File: config.mk
export PLATFORM = sky130hd
export DESIGN_NAME = sr_ff_excitation_driver
export DESIGN_NICKNAME = d
export VERILOG_FILES = /design/src/rtl/sr_ff_excitation_driver.sv
export SDC_FILE = /design/constraint.sdc
export NUM_CORES = 1
export LEC_CHECK = 0
export ABC_AREA = 1
export CAP_MARGIN = 20
export CORE_UTILIZATION = 47
export DETAILED_ROUTE_END_ITERATION = 10
export GPL_ROUTABILITY_DRIVEN = 0
export PLACE_DENSITY_LB_ADDON = 0.3
export REMOVE_ABC_BUFFERS = 1
export SETUP_SLACK_MARGIN = 0.15
export SYNTH_ARGS = -nofsm -noshare
export SYNTH_HDL_FRONTEND = slang
export SYNTH_SLANG_ARGS = --single-unit
File: constraint.sdc
create_clock -name Clk_In -period 1.6 [get_ports Clk_In]
set_clock_uncertainty 0.2 [all_clocks]
set_input_delay 0.24 -clock Clk_In [delete_from_list [all_inputs] [get_ports Clk_In]]
set_output_delay 0.24 -clock Clk_In [all_outputs]
set_load 0.005 [all_outputs]
File: src/rtl/sr_ff_excitation_driver.sv
// sr_ff_excitation_driver
// Closed-loop sequencer that is the only writer of an SR flip-flop's S/R pins.
// Each accepted command becomes a one-cycle S or R pulse. The sequencer then
// waits for the flop to settle and compares its Q against the latched target.
// A mismatch re-drives the same target, up to MAX_RETRY extra times, before
// an error is reported.
module sr_ff_excitation_driver #(
    parameter int SETTLE_CYCLES = 2,
    parameter int MAX_RETRY     = 3
) (
    input  logic       Clk_In,
    input  logic       Reset_In,
    input  logic       Cmd_Valid_In,
    input  logic [1:0] Cmd_Op_In,
    output logic       Cmd_Ready_Out,
    input  logic       Q_Fb_In,
    output logic       S_Out,
    output logic       R_Out,
    output logic       Busy_Out,
    output logic       Done_Out,
    output logic       Error_Out,
    output logic [2:0] Retry_Count_Out
);

    typedef enum logic [1:0] {
        ST_IDLE,
        ST_DRIVE,
        ST_WAIT,
        ST_CHECK
    } state_t;

    localparam logic [1:0] OP_HOLD   = 2'b00;
    localparam logic [1:0] OP_RESET  = 2'b01;
    localparam logic [1:0] OP_SET    = 2'b10;
    localparam logic [1:0] OP_TOGGLE = 2'b11;

    localparam logic [3:0] SETTLE_LAST = 4'(SETTLE_CYCLES - 1);
    localparam logic [2:0] RETRY_LIMIT = 3'(MAX_RETRY);

    state_t     state, state_nxt;
    logic [3:0] wait_cnt, wait_cnt_nxt;
    logic [2:0] attempt, attempt_nxt;
    logic       target, target_nxt;
    logic       hold_cmd, hold_cmd_nxt;
    logic       s_nxt, r_nxt;
    logic       done_nxt, error_nxt;
    logic [2:0] retry_nxt;
    logic       accept_target;

    // Ready and busy come straight from the state register, so they stay
    // registered and are always exact complements of each other.
    assign Cmd_Ready_Out = (state == ST_IDLE);
    assign Busy_Out      = (state != ST_IDLE);

    // State, sequencing counters and all registered outputs; reset clears the
    // drive pins asynchronously so S and R can never be left asserted.
    always_ff @(posedge Clk_In or negedge Reset_In) begin
        if (!Reset_In) begin
            state           <= ST_IDLE;
            wait_cnt        <= '0;
            attempt         <= '0;
            target          <= 1'b0;
            hold_cmd        <= 1'b0;
            S_Out           <= 1'b0;
            R_Out           <= 1'b0;
            Done_Out        <= 1'b0;
            Error_Out       <= 1'b0;
            Retry_Count_Out <= '0;
        end else begin
            state           <= state_nxt;
            wait_cnt        <= wait_cnt_nxt;
            attempt         <= attempt_nxt;
            target          <= target_nxt;
            hold_cmd        <= hold_cmd_nxt;
            S_Out           <= s_nxt;
            R_Out           <= r_nxt;
            Done_Out        <= done_nxt;
            Error_Out       <= error_nxt;
            Retry_Count_Out <= retry_nxt;
        end
    end

    // Next-state and next-output logic. The S/R pulse is produced on the edge
    // that enters DRIVE, so it is high for exactly the DRIVE cycle. S and R
    // are built from a target bit and its complement, so both can never be 1.
    always_comb begin
        state_nxt     = state;
        wait_cnt_nxt  = wait_cnt;
        attempt_nxt   = attempt;
        target_nxt    = target;
        hold_cmd_nxt  = hold_cmd;
        s_nxt         = 1'b0;
        r_nxt         = 1'b0;
        done_nxt      = 1'b0;
        error_nxt     = 1'b0;
        retry_nxt     = Retry_Count_Out;
        accept_target = 1'b0;

        case (Cmd_Op_In)
            OP_HOLD:   accept_target = Q_Fb_In;
            OP_RESET:  accept_target = 1'b0;
            OP_SET:    accept_target = 1'b1;
            OP_TOGGLE: accept_target = ~Q_Fb_In;
            default:   accept_target = 1'b0;
        endcase

        case (state)
            ST_IDLE: begin
                if (Cmd_Valid_In) begin
                    state_nxt    = ST_DRIVE;
                    attempt_nxt  = '0;
                    target_nxt   = accept_target;
                    hold_cmd_nxt = (Cmd_Op_In == OP_HOLD);
                    s_nxt        = (Cmd_Op_In != OP_HOLD) &&  accept_target;
                    r_nxt        = (Cmd_Op_In != OP_HOLD) && !accept_target;
                end
            end
            ST_DRIVE: begin
                state_nxt    = ST_WAIT;
                wait_cnt_nxt = SETTLE_LAST;
            end
            ST_WAIT: begin
                if (wait_cnt == 4'd0) begin
                    state_nxt = ST_CHECK;
                end else begin
                    wait_cnt_nxt = wait_cnt - 4'd1;
                end
            end
            ST_CHECK: begin
                if (Q_Fb_In == target) begin
                    state_nxt = ST_IDLE;
                    done_nxt  = 1'b1;
                    retry_nxt = attempt;
                end else if (attempt < RETRY_LIMIT) begin
                    state_nxt   = ST_DRIVE;
                    attempt_nxt = attempt + 3'd1;
                    s_nxt       = !hold_cmd &&  target;
                    r_nxt       = !hold_cmd && !target;
                end else begin
                    state_nxt = ST_IDLE;
                    error_nxt = 1'b1;
                    retry_nxt = attempt;
                end
            end
            default: begin
                state_nxt = ST_IDLE;
            end
        endcase
    end

endmodule

; ---- Word-level counts from Yosys, hierarchy flattened
; Index checks and enable logic that the tools add are counted.
[word_totals]
regBits = 18
inputBits = 6
output_inout_bits = 9
elab_cells = 73
[classes]
n_reduce_logical = 19
mux = 27
add_sub_neg = 2
eq_ne = 13
bitwise_logic = 1
order_cmp = 1
[op_table]
columns = operator, n
row1 = 3-bit 2-to-1 mux, 5
row2 = 1-bit 2-to-1 mux, 13
row3 = "2-bit inequality test, second input constant", 6
row4 = "2-bit equality test, second input constant", 4
row5 = 2-bit case mux with 4 select lines, 1
row6 = 4-bit case mux with 2 select lines, 1
row7 = 2-bit AND reduction, 4
row8 = 2-bit nonzero test, 4
row9 = 3-bit case mux with 2 select lines, 1
row10 = "2-bit by 1-bit equality test with 1-bit output, second input constant", 2
row11 = 1-bit logical AND, 4
row12 = 2-bit logical NOT, 2
row13 = 4-bit logical NOT, 1
row14 = 2-bit 2-to-1 mux, 2
row15 = 4-bit 2-to-1 mux, 1
row16 = 1-bit case mux with 2 select lines, 2
row17 = 1-bit case mux with 4 select lines, 1
row18 = 4-bit AND reduction, 1
row19 = "4-bit by 1-bit subtractor with 4-bit output, second input constant", 1
row20 = "3-bit by 1-bit adder with 3-bit output, second input constant", 1
row21 = 1-bit logical NOT, 3
row22 = "3-bit by 2-bit less-than comparator with 1-bit output, second input constant", 1
row23 = 1-bit equality test, 1
row24 = 1-bit inverter, 1

; ---- Logic depth before layout (Yosys ltp)
[depth]
ltp_word = 6
mapped_depth = 8
mapped_depth_nobuf = 8

; ---- Worst setup path after synthesis
; No wires, ideal clock.
[synth_timing]
kind = register to register
startpoint = register state[0]
endpoint = register attempt[0]
n_path_buf = 0
period_less_slack_ns = 1.560
stages_incl_launch_ff = 9
setup_slack_ns = 0.040
required_ns = 1.282
setup_ns = 0.118
t_arrival_ns = 1.242
path_cell_list = dfrtp_1 inv_1 ha_1 inv_1 nor2_1 nor2_1 nand3_2 nand2_1 nand2_1
[synth_via]
elab_chain_len = 3
word_cells_on_any_way = 8
cone_classes = eq/ne (4) / mux (1) / reduce/logical (3)
[synth_rtl]
columns = element, line_no
row1 = from (decl), 40  ; state_t state, state_nxt;
row2 = from (signal assigned), 70  ; state <= state_nxt;
row3 = 2-bit logical NOT *, n/a
row4 = net Cmd_Ready_Out, 15  ; output logic Cmd_Ready_Out,
row5 = 2-bit inequality test (no line) / 2-bit nonzero test (equally long branches), n/a
row6 = 4-bit AND reduction (no line), n/a
row7 = to (signal assigned), 72  ; attempt <= attempt_nxt;
row8 = to (decl), 42  ; logic [2:0] attempt, attempt_nxt;
; The timed path passes the listed nets; every way through them passes the cells marked *.
; A chain may end at the register's enable or synchronous reset.

; ---- Final worst setup path
[layout_timing]
startpoint = register state[1]
endpoint = output port Cmd_Ready_Out
[layout_via]
elab_chain_len = 1
[layout_rtl]
columns = element, line_no
row1 = 2-bit logical NOT, 52  ; assign Cmd_Ready_Out = (state == ST_IDLE);
row2 = to (decl), 15
; No other way between the ends.

==> key figures <==
Final layout
  – Cell Count, Final, Fillers Out: 180
  – Layout Nets: 168
  – Area Growth Syn to Fin: 48.7%
  – Final Cell Area: around 1500 sq um
  – # fillers: ~150
  – Area occupied by multi-input gates: approximately 610 sq um
  – Storage cell area: 450 sq um
  – Diode count: 0
  – Layout cells sized above 1: between 30% and 40%

Routing
  – Final wirelength: about 2.3 mm
  – DR WL/cell: 12.5 um
  – Residual DRC: 0
  – ANT nets after route: 0
  – Vias: roughly 900
  – Drt first pass iters: 4
  – Via/cell ratio: between 4 and 5
  – First-iteration detailed-routing DRC count: 27

Floorplan
  – Core box area: roughly 2000 sq um
  – Starting Density: ~50%
  – Row count: 16
  – Die Ht: around 48 um
  – Io pins: 15
  – Die width: 47.7 um
  – Die area: 2280 sq um

Power and ir drop
  – Cell Pwr Density: between 1500 and 2000 nW/um^2
  – Pleak: ~0.73 nW
  – Total power: ~2.7 mW
  – Peak supply drop: 1370 uV

Synthesis
  – Dominant synthesized flop cell: dfrtp_1
  – Mapped Area: about 1000 sq um
  – Post-synthesis mux area share: 0%
  – Most frequent cell after synthesis: nand2_1
  – Compound-Gate Fraction of Synth Area: between 10% and 20%
  – Seq/Total Area, Yosys: 45.9%
  – Post-Synth XOR/XNOR Area: 1.78%
  – Top cell type by total area after synthesis: dfrtp_1
  – Syn. warnings: 0
  – Flops & latches, synth: 18
  – Synth unique cells: 20
  – Simple-Gate Fraction of Synth Area: between 20% and 30%
  – Largest family of logic cells by synthesized area: simple AND/OR/NAND/NOR gates
  – Ys async rst share: 100%
  – Top post-synthesis cells by area: dfrtp_1 46%, nand2_1 13%, ha_1 10%, inv_1 5.0%, o21ai_0 4.6%
  – Synth top area share: a little under half
  – Top cells by count, synth: 33 x nand2_1, 18 x dfrtp_1, 13 x inv_1, 11 x nor2_1, 9 x o21ai_0
  – Synth Area in Adders: around a tenth
  – Syn avg cell area: around 8.3 sq um
  – Gate Count Post-Synth: about 120
  – Post-synth EDFFs: 0

STA
  – Endpoints failing setup: 0
  – RSZ-0062 raised after global routing: yes
  – Slew Limit Fails: 0
  – Minimum hold slack: 0.0858 ns
  – Max Freq: 636 MHz
  – Slew of the pin with the lowest slew margin: 0.357 ns
  – Slew headroom: roughly three quarters
  – Final worst-path cycle share: a little over nine tenths
  – Final Hold Vio Count: 0
  – Final Critical Period: between 1.5 and 2 ns
  – Total Neg Setup Slack: 0 ns

Clocking
  – Clk root buf: clkbuf_4
  – Clk_lat worst skew: approximately 0.29 ns
  – Max clock buf depth: 2
  – H-tree lvl count: 1
  – Clock transition at path regs: roughly 0.10 ns
  – CTS tree: yes
  – CTS sink cnt: 18
  – Cts hold-fix bufs: 0
  – TritonCTS buffer count: 3

Critical path
  – CP Max Fanout: 3
  – CP Class: reg -> out
  – Setup crit start kind: register
  – RR Startpoint: state[1]
  – Worst reg-to-reg setup slack: 0.04 ns
  – Worst reg2reg path depth: 10
  – Worst Setup End Kind: primary output
  – CP Data Required Time: 1.16 ns
  – R2R Path End: state[0]
  – Crit path DAT: 1.13 ns

Status
  – Status: finished, final reports clean

Global route
  – First-pass GRT wire length: a little over 3 mm
  – Largest net degree at the start of global routing: 19
  – Initial antenna violation count: 0
  – Global route overflow: 0
  – Vias in the first global route: roughly 740
  – GRT Total Usage: about a fifth

Run
  – Number of max-cap violations: 0

Hold path
  – HP Class: in -> async

Place
  – HPWL after DPL: approximately 1.5 mm
  – Placed Instances: between 150 and 200
  – Placed cell area: 1240 sq um
  – # port buffers: 14
[metal layers]
| layer | global-route usage, % | wire, um | part of all wire [%] | up-vias |
|---|---|---|---|---|
| met2 | 36.8 | 1180 | 52 | 32 |
| li1 | - | - | - | 446 |
| met1 | 23.4 | 959 | 43 | 414 |
| met4 | 5.00 | 18 | 0.80 | 0 |
| met3 | 4.91 | 99 | 4.4 | 4 |
| met5 | 0 | 0 | 0 | - |
[through the flow]
stage	util, %	setup WS [ns]
2_1_floorplan	-	0.0389
3_3_place_gp	63.3	0.00492
3_5_place_dp	63.3	-0.0396
4_1_cts	69.5	-0.00501
5_1_grt	74.4	-0.0170
6_report	74.4	0.0286
[cell families (layout without fill, tap and decap cells)]
family / Yosys count / count (layout)
and+or+nand+nor: 58 / 58
xor gates and xnor gates: 2 / 2
AOI/OAI and AO/OA: 17 / 17
adders and majority gates: 8 / 8
DFF: 18 / 18
buffers and inverters: 15 / 50
[cell usage in the layout, fill, tap and decap left out, types with 4 or more instances in the layout]
master	Yosys	routed
dlygate4sd2_1	0	7
buf_4	0	14
inv_2	1	6
ha_4	0	4
nand2_2	2	4
o21ai_1	0	4
dfrtp_1	18	18
nor2_1	11	7
buf_6	0	5
inv_1	13	8
o21ai_0	9	4
clkdlybuf4s50_1	0	5
nand2_1	33	29
[power breakdown]
| group | switching (mW) | leakage, nW | internal (mW) | total, mW |
|---|---|---|---|---|
| combinational | 0.909 | 0.476 | 0.845 | 1.75 |
| sequential | 0.102 | 0.237 | 0.591 | 0.693 |
| clock | 0.135 | 0.0210 | 0.139 | 0.274 |
| total | 1.15 | 0.734 | 1.57 | 2.72 |
[final cells by class]
class / count / area share [%]
inverter: 14 / 3.60
multi-input combinational: 85 / 41.7
tap: 27 / 2.31
clock buffer: 4 / 2.49
timing repair buffer: 32 / 19.0
sequential: 18 / 30.8
[state kept, by name (all words and copies together), names as in the netlist]
register         flops
S_Out                1
R_Out                1
state                2
Retry_Count_Out      3
attempt              3
Done_Out             1
target               1
hold_cmd             1
wait_cnt             4
Error_Out            1
[what timing repair did]
action | in CTS | in global routing
setup endpoints to repair | 21 | 16
gates resized for setup | 37 | 21
buffers inserted | 3 | 3
pin swaps | 7 | 10
cloned | 0 | 0
[how the worst max path moves through the flow]
stage / from / end / slack, ns / depth (start not counted)
6_report: state[1] / Cmd_Ready_Out / 0.03 / 4
5_1_grt: state[1] / state[0] / -0.02 / 10
4_1_cts: state[1] / Busy_Out / -0.005 / 4
3_5_place_dp: Q_Fb_In / Retry_Count_Out[2] / -0.04 / 6
3_3_place_gp: state[0] / Busy_Out / 0.005 / 4
2_1_floorplan: state[0] / attempt[0] / 0.04 / 8
[critical path, stage by stage, from the launching register on]
cell     delay (ns)
dfrtp_1        0.39
inv_2          0.06
ha_4           0.16
buf_4          0.13
buf_6          0.10
Power figures use the tool's default switching activity.
